`config.mk`:
```
export PLATFORM = sky130hd
export DESIGN_NAME = multicycle_main_ctrl
export DESIGN_NICKNAME = d
export VERILOG_FILES = /design/src/rtl/multicycle_main_ctrl.sv
export SDC_FILE = /design/constraint.sdc
export NUM_CORES = 1
export LEC_CHECK = 0
export CAP_MARGIN = 10
export CELL_PAD_IN_SITES_DETAIL_PLACEMENT = 1
export CELL_PAD_IN_SITES_GLOBAL_PLACEMENT = 2
export CORE_ASPECT_RATIO = 1.25
export CORE_MARGIN = 2
export CORE_UTILIZATION = 28
export CTS_CLUSTER_DIAMETER = 60
export DETAILED_ROUTE_END_ITERATION = 10
export PLACE_DENSITY = 0.84
export SYNTH_ARGS = -nofsm -noshare
export SYNTH_HDL_FRONTEND = slang
export SYNTH_SLANG_ARGS = --single-unit
```
`constraint.sdc`:
```
create_clock -name clk_i -period 2.2 [get_ports clk_i]
set_input_delay 0.44 -clock clk_i [delete_from_list [all_inputs] [get_ports clk_i]]
set_output_delay 0.44 -clock clk_i [all_outputs]
set_load 0.05 [all_outputs]
```
`src/rtl/multicycle_main_ctrl.sv`:
```
// Main control FSM for the multi-cycle RV32I core: sequences fetch/decode/execute/memory/write-back.
// Latency: 2-5 cycles per instruction with zero wait states; outputs are combinational from state.
// Backpressure: FETCH, MEM_RD and MEM_WR hold (outputs constant) until mem_ready_i is high.
module multicycle_main_ctrl #(
  parameter int RETIRE_W = 32
) (
  input  logic                clk_i,
  input  logic                rst_i,
  input  logic [6:0]          opcode_i,
  input  logic                mem_ready_i,
  output logic                pc_write_o,
  output logic                pc_write_cond_o,
  output logic                ir_write_o,
  output logic                mem_read_o,
  output logic                mem_write_o,
  output logic                reg_write_o,
  output logic [1:0]          ALUop_o,
  output logic                alu_imm_o,
  output logic [1:0]          alu_src_a_o,
  output logic [1:0]          alu_src_b_o,
  output logic [1:0]          pc_src_o,
  output logic [1:0]          mem_to_reg_o,
  output logic                instr_done_o,
  output logic                illegal_o,
  output logic [3:0]          state_o,
  output logic [RETIRE_W-1:0] retired_o
);

  localparam logic [6:0] OP_R    = 7'b0110011;
  localparam logic [6:0] OP_I    = 7'b0010011;
  localparam logic [6:0] OP_LW   = 7'b0000011;
  localparam logic [6:0] OP_SW   = 7'b0100011;
  localparam logic [6:0] OP_BEQ  = 7'b1100011;
  localparam logic [6:0] OP_JAL  = 7'b1101111;
  localparam logic [6:0] OP_JALR = 7'b1100111;

  typedef enum logic [3:0] {
    FETCH    = 4'd0,
    DECODE   = 4'd1,
    EXEC_R   = 4'd2,
    EXEC_I   = 4'd3,
    MEM_ADDR = 4'd4,
    MEM_RD   = 4'd5,
    MEM_WR   = 4'd6,
    WB_ALU   = 4'd7,
    WB_MEM   = 4'd8,
    BRANCH   = 4'd9,
    JUMP     = 4'd10
  } state_t;

  state_t state;
  state_t state_nxt;

  // Raw strobes before reset gating; reset must suppress every write side effect.
  logic pc_write_raw;
  logic pc_write_cond_raw;
  logic ir_write_raw;
  logic mem_write_raw;
  logic reg_write_raw;
  logic done_raw;
  logic illegal_raw;

  // State register; reset restarts at FETCH so a partial instruction is abandoned.
  always_ff @(posedge clk_i or negedge rst_i) begin
    if (!rst_i) state <= FETCH;
    else        state <= state_nxt;
  end

  // Next-state and per-state datapath controls; everything not set for a state stays 0.
  always_comb begin
    state_nxt         = state;
    pc_write_raw      = 1'b0;
    pc_write_cond_raw = 1'b0;
    ir_write_raw      = 1'b0;
    mem_write_raw     = 1'b0;
    reg_write_raw     = 1'b0;
    done_raw          = 1'b0;
    illegal_raw       = 1'b0;
    mem_read_o        = 1'b0;
    ALUop_o           = 2'b00;
    alu_imm_o         = 1'b0;
    alu_src_a_o       = 2'b00;
    alu_src_b_o       = 2'b00;
    pc_src_o          = 2'b00;
    mem_to_reg_o      = 2'b00;
    case (state)
      FETCH: begin
        mem_read_o   = 1'b1;
        alu_src_b_o  = 2'b01;
        ir_write_raw = mem_ready_i;
        pc_write_raw = mem_ready_i;
        if (mem_ready_i) state_nxt = DECODE;
      end
      DECODE: begin
        // ALUOut latches old PC + imm here for BEQ/JAL targets.
        alu_src_a_o = 2'b10;
        alu_src_b_o = 2'b10;
        case (opcode_i)
          OP_R:             state_nxt = EXEC_R;
          OP_I:             state_nxt = EXEC_I;
          OP_LW, OP_SW:     state_nxt = MEM_ADDR;
          OP_BEQ:           state_nxt = BRANCH;
          OP_JAL, OP_JALR:  state_nxt = JUMP;
          default: begin
            illegal_raw = 1'b1;
            state_nxt   = FETCH;
          end
        endcase
      end
      EXEC_R: begin
        alu_src_a_o = 2'b01;
        ALUop_o     = 2'b10;
        state_nxt   = WB_ALU;
      end
      EXEC_I: begin
        alu_src_a_o = 2'b01;
        alu_src_b_o = 2'b10;
        ALUop_o     = 2'b10;
        alu_imm_o   = 1'b1;
        state_nxt   = WB_ALU;
      end
      MEM_ADDR: begin
        alu_src_a_o = 2'b01;
        alu_src_b_o = 2'b10;
        state_nxt   = (opcode_i == OP_SW) ? MEM_WR : MEM_RD;
      end
      MEM_RD: begin
        mem_read_o = 1'b1;
        if (mem_ready_i) state_nxt = WB_MEM;
      end
      MEM_WR: begin
        mem_write_raw = 1'b1;
        done_raw      = mem_ready_i;
        if (mem_ready_i) state_nxt = FETCH;
      end
      WB_ALU: begin
        reg_write_raw = 1'b1;
        done_raw      = 1'b1;
        state_nxt     = FETCH;
      end
      WB_MEM: begin
        reg_write_raw = 1'b1;
        mem_to_reg_o  = 2'b01;
        done_raw      = 1'b1;
        state_nxt     = FETCH;
      end
      BRANCH: begin
        alu_src_a_o       = 2'b01;
        ALUop_o           = 2'b01;
        pc_write_cond_raw = 1'b1;
        pc_src_o          = 2'b01;
        done_raw          = 1'b1;
        state_nxt         = FETCH;
      end
      JUMP: begin
        reg_write_raw = 1'b1;
        mem_to_reg_o  = 2'b10;
        pc_write_raw  = 1'b1;
        done_raw      = 1'b1;
        state_nxt     = FETCH;
        if (opcode_i == OP_JALR) begin
          alu_src_a_o = 2'b01;
          alu_src_b_o = 2'b10;
          pc_src_o    = 2'b10;
        end else begin
          pc_src_o    = 2'b01;
        end
      end
      default: state_nxt = FETCH;
    endcase
  end

  assign pc_write_o      = pc_write_raw      & rst_i;
  assign pc_write_cond_o = pc_write_cond_raw & rst_i;
  assign ir_write_o      = ir_write_raw      & rst_i;
  assign mem_write_o     = mem_write_raw     & rst_i;
  assign reg_write_o     = reg_write_raw     & rst_i;
  assign instr_done_o    = done_raw          & rst_i;
  assign illegal_o       = illegal_raw       & rst_i;
  assign state_o         = state;

  // Retired-instruction counter; wraps freely, illegal opcodes never reach instr_done.
  always_ff @(posedge clk_i or negedge rst_i) begin
    if (!rst_i)            retired_o <= '0;
    else if (instr_done_o) retired_o <= retired_o + RETIRE_W'(1);
  end

endmodule

```
==> Yosys cells after proc, flatten, opt, wreduce, memory -nomap -nowiden <==
Index checks and enable logic that the tools add are counted.
{ "totals": {"register_bits": 36, "output_inout_bits": 55, "wordCells": 65} }
{ "op_classes": {"n_addsub": 1, "eq_ne": 20, "n_mux": 24, "bitwise_logic": 7, "reduce_logical": 11} }
{ "ops": {"columns": ["op", "count"], "rows": [
  ["$add A32 B1 Y32 const B", 1],
  ["$pmux W4 S6", 1],
  ["$eq A7 B7 Y1 const B", 3],
  ["$pmux W4 S5", 1],
  ["$eq A4 B3 Y1 const B", 4],
  ["$eq A7 B6 Y1 const B", 2],
  ["$eq A4 B4 Y1 const B", 3],
  ["$mux W4", 3],
  ["$pmux W2 S2", 3],
  ["$pmux W2 S3", 2],
  ["$mux W1", 9],
  ["$eq A4 B2 Y1 const B", 2],
  ["$reduce_or A2 Y1", 4],
  ["$reduce_or A4 Y1", 2],
  ["$and A1 B1 Y1", 7],
  ["$eq A7 B2 Y1 const B", 1],
  ["$eq A7 B5 Y1 const B", 1],
  ["$reduce_or A7 Y1", 1],
  ["$mux W2", 3],
  ["$ne A2 B2 Y1 const B", 3],
  ["$reduce_or A3 Y1", 2],
  ["$eq A4 B1 Y1 const B", 1],
  ["$logic_not A4 Y1", 1],
  ["$pmux W1 S2", 2],
  ["$reduce_and A3 Y1", 1]
]} }

==> Depth between registers and ports, before layout <==
Gate-level depths: netlist of run 1.
{ "depth": {"depth_word": 5, "depth_mapped": 6, "depth_no_buf": 5} }

==> Least setup slack after synthesis of run 1 <==
Ideal clock, no wire load.
{ "synth_timing": {"path_kind": "flip-flop to output port", "start": "register state[0] (netlist: state_o[0])", "end": "output port illegal_o", "t_arrival_ns": 3.790, "path_slack_ns": -2.030, "stages_incl_launch_ff": 6, "path_buffers": 1, "path_cell_list": "dfrtp_1 > buf_2 > clkinv_1 > nor3_1 > nand2_1 > a311oi_1"} }
{ "synth_between": {"elab_chain_len": 3} }
{ "synth_rtl": {"columns": ["element", "line", "source"], "rows": [
  ["from (decl)", "51", "state_t state;"],
  ["from (signal assigned)", "66", "else state <= state_nxt;"],
  ["$eq A4 B1 Y1", "86", "case (state)"],
  ["$mux W1", "86", null],
  ["$and A1 B1 Y1", "179", "assign illegal_o = illegal_raw & rst_i;"],
  ["to (decl)", "24", "output logic illegal_o,"]
]} }
Every way passes these cells.

==> Final worst setup path of run 1 <==
{ "layout_timing": {"start": "input port opcode_i[3]", "end": "output port alu_src_a_o[0]"} }
{ "layout_between": {"elab_chain_len": 3} }
{ "layout_rtl": {"columns": ["element", "line", "source"], "rows": [
  ["from (decl)", "9", "input logic [6:0] opcode_i,"],
  ["$eq A7 B7 Y1", "161", "if (opcode_i == OP_JALR) begin"],
  ["$mux W1", "161", null],
  ["$pmux W2 S3", "86", null],
  ["to (decl)", "19", "output logic [1:0] alu_src_a_o,"]
]} }
Every way passes these cells.

==> results.yml, run 1 <==
detailed_routing:
  drt-initial-drc-count: 59
  routedWlPerCell_um: 15.8
  dr.pass1.iters: 4
  ant_nets: 0
  dr_total_vias: 2058
  drt-vias-per-instance: 5.07
  drcViolationCount: 0
  drt-total-wl_mm: 6.43
timing:
  maxSlewHeadroom_pct: 65.4
  fmax_mhz: 469
  setup_viol: 0
  fin_ws_ps: 70.1
  period_share_pct: 96.8
  clock-skew-final_ps: 3.07
  hold_viol: 0
  min_period_ps: 2130
  tightest_slew_ps: 517
  timing_max_transition_violations_final: 0
clock_network:
  cts_buffer_depth: 2
  postCtsHoldBufs: 0
  path_clk_slew_ps: 80
  numCtsBuffers: 5
  clock-root-buffer: "clkbuf_8"
  ctsHtreeMaxLevel: 2
  cts_tree: "built"
  cts.sinks: 36
  clock_latency_ps: 290
critical_path:
  reg2regPathDepth: 6
  critPathRequiredTime_ps: 1760
  cp_max_fo: 3
  ff2ff_setup_slack_ps: 310
  worstSetupStartpointType: "input port"
  slowest_delay_ps: 480
  r2r-start: "state_o[3]"
  r2r_end: "retired_o[9]"
  crit_chain: "clkdlybuf4s50_1 > nand4b_1 > o21ai_0 > a311o_2 > buf_12"
  crit_start: "opcode_i[3]"
  crit_path_end_kind: "output port"
  slowest_stage: "clkdlybuf4s50_1"
  arrival_ps: 1690
  worstSetupPathType: "input port to output port"
synthesis:
  ys_ff_latch: 36
  synthTopCellsByArea: "dfrtp_1, xnor2_1, xor2_1, nand4_1, nor3_1"
  yosysMostFrequentCell: "dfrtp_1"
  synth_edf_count: 0
  synth_compound_area_share_pct: 8.05
  synth_common_cells: "dfrtp_1, xnor2_1, nand2_1"
  yosys-mux-area-fraction_pct: 0.529
  async_flop_share_pct: 100
  synth_nets: 230
  yosys_warnings: 0
  synth-simple-area-share_pct: 31.1
  ys_seq_area_share_pct: 42.3
  synth_top_area_cell: "dfrtp_1"
  mappedNetlistArea_mm2: 0.00213
  yosys.area.top_type_share_pct: 42.3
  synth-xor-area-share_pct: 13.2
  synthCells: 219
  ys_types: 50
  synth_fa_ha_area_share_pct: 0.588
  synth_top_family_by_area: "simple AND/OR/NAND/NOR gates"
  syn_area_per_cell_um2: 9.72
  ys.flop_type: "dfrtp_1"
power:
  p_leak_nw: 1.48
  p_int_mw: 1.75
  finalPower_mw: 3.10
  seqPwrFrac_pct: 26.2
  max-vdd-ir-drop_mv: 0.628
  p_switching_mw: 1.35
  p_comb_share_pct: 54.4
  clockPowerShare_pct: 19.3
  power_density_mw_per_mm2: 874
  switching_share_pct: 43.6
final_layout:
  syn_to_final_growth_pct: 66.3
  diodes: 0
  finalNetCount: 324
  utilization_pct: 48.1
  fillers: 808
  drive_gt1_share_pct: 33.8
floorplanning:
  start_util_pct: 28.9
  die-area_mm2: 0.00832
  io_pins: 65
  rows: 35
  die_y_um: 102
  die_w_um: 82
  core_area_mm2: 0.00736
place:
  port_buffers: 64
  gp_congestion: 0.759
  dp_hpwl_mm: 4.88
  preCtsSetupSlack_ps: -118
grt:
  grt_pass1_vias: 2110
  grt_antenna_before_repair: 0
  grt_max_degree: 22
  grt_pass1_wl_mm: 10.7
  grtUsageTotal_pct: 16.6
  grt_overflow: 0
run_status:
  status: "completed"
job:
  max_cap_violations: 0
hold_path:
  hold_class: "input port to async pin"
-- state kept, by name, indices dropped and copies added (netlist names) --
register,flops
retired_o,32
state_o,4
-- cell usage in the layout (no fill, tap or decap), drive strengths merged, types with 2 or more instances in the layout --
master,n
nor2b,2
nor2,11
and4,2
nand2,17
nor3b,2
a21oi,4
nand3,10
or4,2
nand3b,2
clkbuf,5
dfrtp,36
nor4,11
clkdlybuf4s50,37
nand2b,4
dlygate4sd2,5
nor3,15
and3,6
buf,55
inv,7
clkinv,2
xor2,13
o21ai,5
nand4,18
a311oi,2
xnor2,19
-- worst max-delay path, delay by kind of cell --
family | cells | cell delay (ps)
buffers and inverters | 2 | 640
AO/OA/AOI/OAI | 2 | 470
AND/OR/NAND/NOR | 1 | 140
-- routing by layer --
| layer | vias up | global-route usage, % | wire length (um) |
|---|---|---|---|
| li1 | 982 | - | - |
| met1 | 1019 | 20.7 | 2700 |
| met2 | 53 | 28.0 | 3370 |
| met3 | 4 | 3.21 | 295 |
| met4 | 0 | 6.15 | 72 |
| met5 | - | 0 | 0 |
-- cells by family (layout without fill, tap and decap cells) --
kind of cell    count (synthesis)  in the layout
simple gates                  107            107
compound gates                 23             23
xor+xnor                       32             32
fa+ha+maj                       1              1
flops                          36             36
mux                             1              1
buf+inv                        19            114
-- per-stage QoR --
stage / instance area, um^2 / std cells / hold WS (ps) / TNS, ps
after floorplan: 2270 / 219 / 144 / -1100
after global placement: 3300 / 391 / 458 / -133
after detailed placement: 3300 / 391 / 458 / -230
after CTS: 3470 / 401 / 135 / -13.5
after global routing: 3540 / 406 / 141 / -51.2
final: 3540 / 406 / 127 / 0
-- what timing repair did --
item                       in CTS  in global routing
setup endpoints to repair       4                  6
setup buffers                   2                  6
resized for setup              17                  8
pin swaps                       8                  4
-- power groups by stage --
stage,clock network (mW),registers [mW],logic (mW)
detailed placement,0,0.822,1.57
global placement,0,0.824,1.55
floorplan,0,0.931,0.817
global route,0.649,0.823,1.78
finish,0.599,0.812,1.69
CTS,0.617,0.817,1.63
-- layout make-up --
class / count / area, um^2 / share of cell area, %
Clock buffer: 5 / 68.8 / 1.94
Clock inverter: 3 / 42.5 / 1.20
Inverter: 8 / 35.0 / 0.989
Multi-Input combinational cell: 164 / 1330 / 37.5
Sequential cell: 36 / 908 / 25.7
Tap cell: 92 / 115 / 3.25
Timing Repair Buffer: 98 / 1040 / 29.5
-- how the worst max path moves through the flow --
stage,to,slack [ps]
after detailed placement,alu_src_b_o[1],-120
after global routing,reg_write_o,-30
final,alu_src_a_o[0],70
after floorplan,illegal_o,-480
after CTS,ir_write_o,-10
after global placement,alu_src_b_o[1],-70
(Power assumes the default switching activity.)
==> run 2, diff against run 1 <==
--- a/config.mk
+++ b/config.mk
@@ -14,6 +14,7 @@
 export CTS_CLUSTER_DIAMETER = 60
 export DETAILED_ROUTE_END_ITERATION = 10
 export PLACE_DENSITY = 0.84
+export REMOVE_ABC_BUFFERS = 1
 export SYNTH_ARGS = -nofsm -noshare
 export SYNTH_HDL_FRONTEND = slang
 export SYNTH_SLANG_ARGS = --single-unit
==> run 2 against run 1 <==
Worst setup slack better by 15 ps. Clock power down 25%. Critical path type is now flip-flop to output port. Clock-buffer cell count up 1. Highest routed layer unchanged.
==> results.yml, run 2 (synthesis gave the netlist of run 1 again) <==
final_layout:
  diodes: 0
  finalNetCount: 323
  multi_input_area_mm2: 0.00124
  layout_common_cells: "clkdlybuf4s50_1, buf_4, dfrtp_1"
  ff_latch_area_um2: 903
  regMostFlops: "retired_o"
  drive_gt1_share_pct: 30.1
  stdcell_area_mm2: 0.00345
  fillers: 835
  largest_reg_flops: 32
  stdcell_count: 404
  syn_to_final_growth_pct: 61.9
floorplanning:
  start_util_pct: 28.9
  io_pins: 65
  die_w_um: 82
  die_y_um: 102
  rows: 35
  die-area_mm2: 0.00832
  core_area_mm2: 0.00736
timing:
  setup_viol: 0
  tightest_slew_ps: 518
  maxSlewHeadroom_pct: 65.3
  period_share_pct: 96.1
  clock-skew-final_ps: 5.95
  min_period_ps: 2120
  setup-tns-final_ps: 0
  hold_viol: 0
  timing_max_transition_violations_final: 0
  holdWs_ps: 186
  fmax_mhz: 473
  rsz0062_at_grt: "false"
critical_path:
  cp-endpoint: "state_o[2]"
  r2r_end: "retired_o[19]"
  worstSetupPathType: "flip-flop to output port"
  arrival_ps: 1680
  crit_chain: "buf_4 > clkdlybuf4s50_1"
  worstSetupStartpointType: "flip-flop"
  slowest_stage: "clkdlybuf4s50_1"
  critPathRequiredTime_ps: 1760
  crit_start: "state_o[2]"
  reg2regPathDepth: 4
  cp_max_fo: 11
  slowest_delay_ps: 840
  crit_cells: 2
  cp_top_family: "buffers and inverters"
  ff2ff_setup_slack_ps: 320
  cp_num_buf_inv: 2
  crit_path_end_kind: "output port"
  r2r-start: "retired_o[3]"
power:
  max-vdd-ir-drop_mv: 0.942
  power_density_mw_per_mm2: 865
  p_leak_nw: 1.48
run_status:
  status: "completed"
grt:
  grt_max_degree: 31
  grt_overflow: 0
  grt_pass1_vias: 2191
  grt_pass1_wl_mm: 11.2
  grt_antenna_before_repair: 0
  grtUsageTotal_pct: 17.5
clock_network:
  clock-root-buffer: "clkbuf_8"
  cts_tree: "built"
  numCtsBuffers: 5
  path_clk_slew_ps: 70
  cts_buffer_depth: 2
  ctsHtreeMaxLevel: 2
  clock_latency_ps: 290
  postCtsHoldBufs: 0
  cts.sinks: 36
detailed_routing:
  drt-vias-per-instance: 5.15
  drcViolationCount: 0
  dr.pass1.iters: 4
  drt-total-wl_mm: 6.74
  ant_nets: 0
  dr_total_vias: 2082
  drt-initial-drc-count: 84
  routedWlPerCell_um: 16.7
place:
  place_inst: 394
  dp_hpwl_mm: 5.08
  placed_area_mm2: 0.00323
  port_buffers: 64
  gp_congestion: 0.781
job:
  max_cap_violations: 0
hold_path:
  hold_class: "input port to async pin"
## run 2: worst reg2reg max path: stages, from the launching register on
cell and delay [ps]:
dfrtp_1 490, nand4_4 180, or4_4 680, nor3_1 260, xor2_1 190
## run 2: timing repair
item / in CTS / in global routing
endpoints found under the setup margin: 7 / 9
setup buffers: 0 / 3
pin swaps: 3 / 1
resized for setup: 17 / 19
## run 2: metrics by stage
stage                     util (%)  worst slack (ps)  total power [mW]
final                         46.9              84.7              2.98
after global routing          46.9              18.9              3.12
after CTS                     45.5              7.94              2.94
after detailed placement      43.9              -202              2.42
after global placement        43.9              -139              2.40
after floorplan                  -             -2110              1.59
## run 2: layout make-up
class                           count  area share, %
Clock buffer                        6           2.11
Clock inverter                      1          0.145
Inverter                            8          0.871
Multi-Input combinational cell    164           36.0
Sequential cell                    36           26.2
Tap cell                           92           3.34
Timing Repair Buffer               97           31.3
## run 2: how the worst min path moves through the flow
| stage | slack [ps] | to | cells past startpoint | start |
|---|---|---|---|---|
| after detailed placement | 470 | retired_o[31] | 1 | retired_o[31] |
| final | 190 | retired_o[5] | 2 | rst_i |
| after floorplan | 140 | retired_o[0] | 0 | rst_i |
| after global placement | 460 | retired_o[31] | 1 | retired_o[31] |
| after CTS | 180 | retired_o[3] | 2 | rst_i |
| after global routing | 180 | retired_o[4] | 2 | rst_i |
## run 2: per-layer routing
metal / global-route usage, % / wire length, um
met5: 0 / 0
met3: 4.28 / 279
met2: 29.7 / 3560
met1: 21.4 / 2770
met4: 5.90 / 123
## run 2: power by group
group          total, mW  switching (mW)  leakage, nW  internal, mW
Clock              0.449           0.234       0.0410         0.215
Sequential         0.781          0.0705        0.488         0.711
Combinational       1.75           0.983        0.949         0.768
Total               2.98            1.29         1.48          1.69
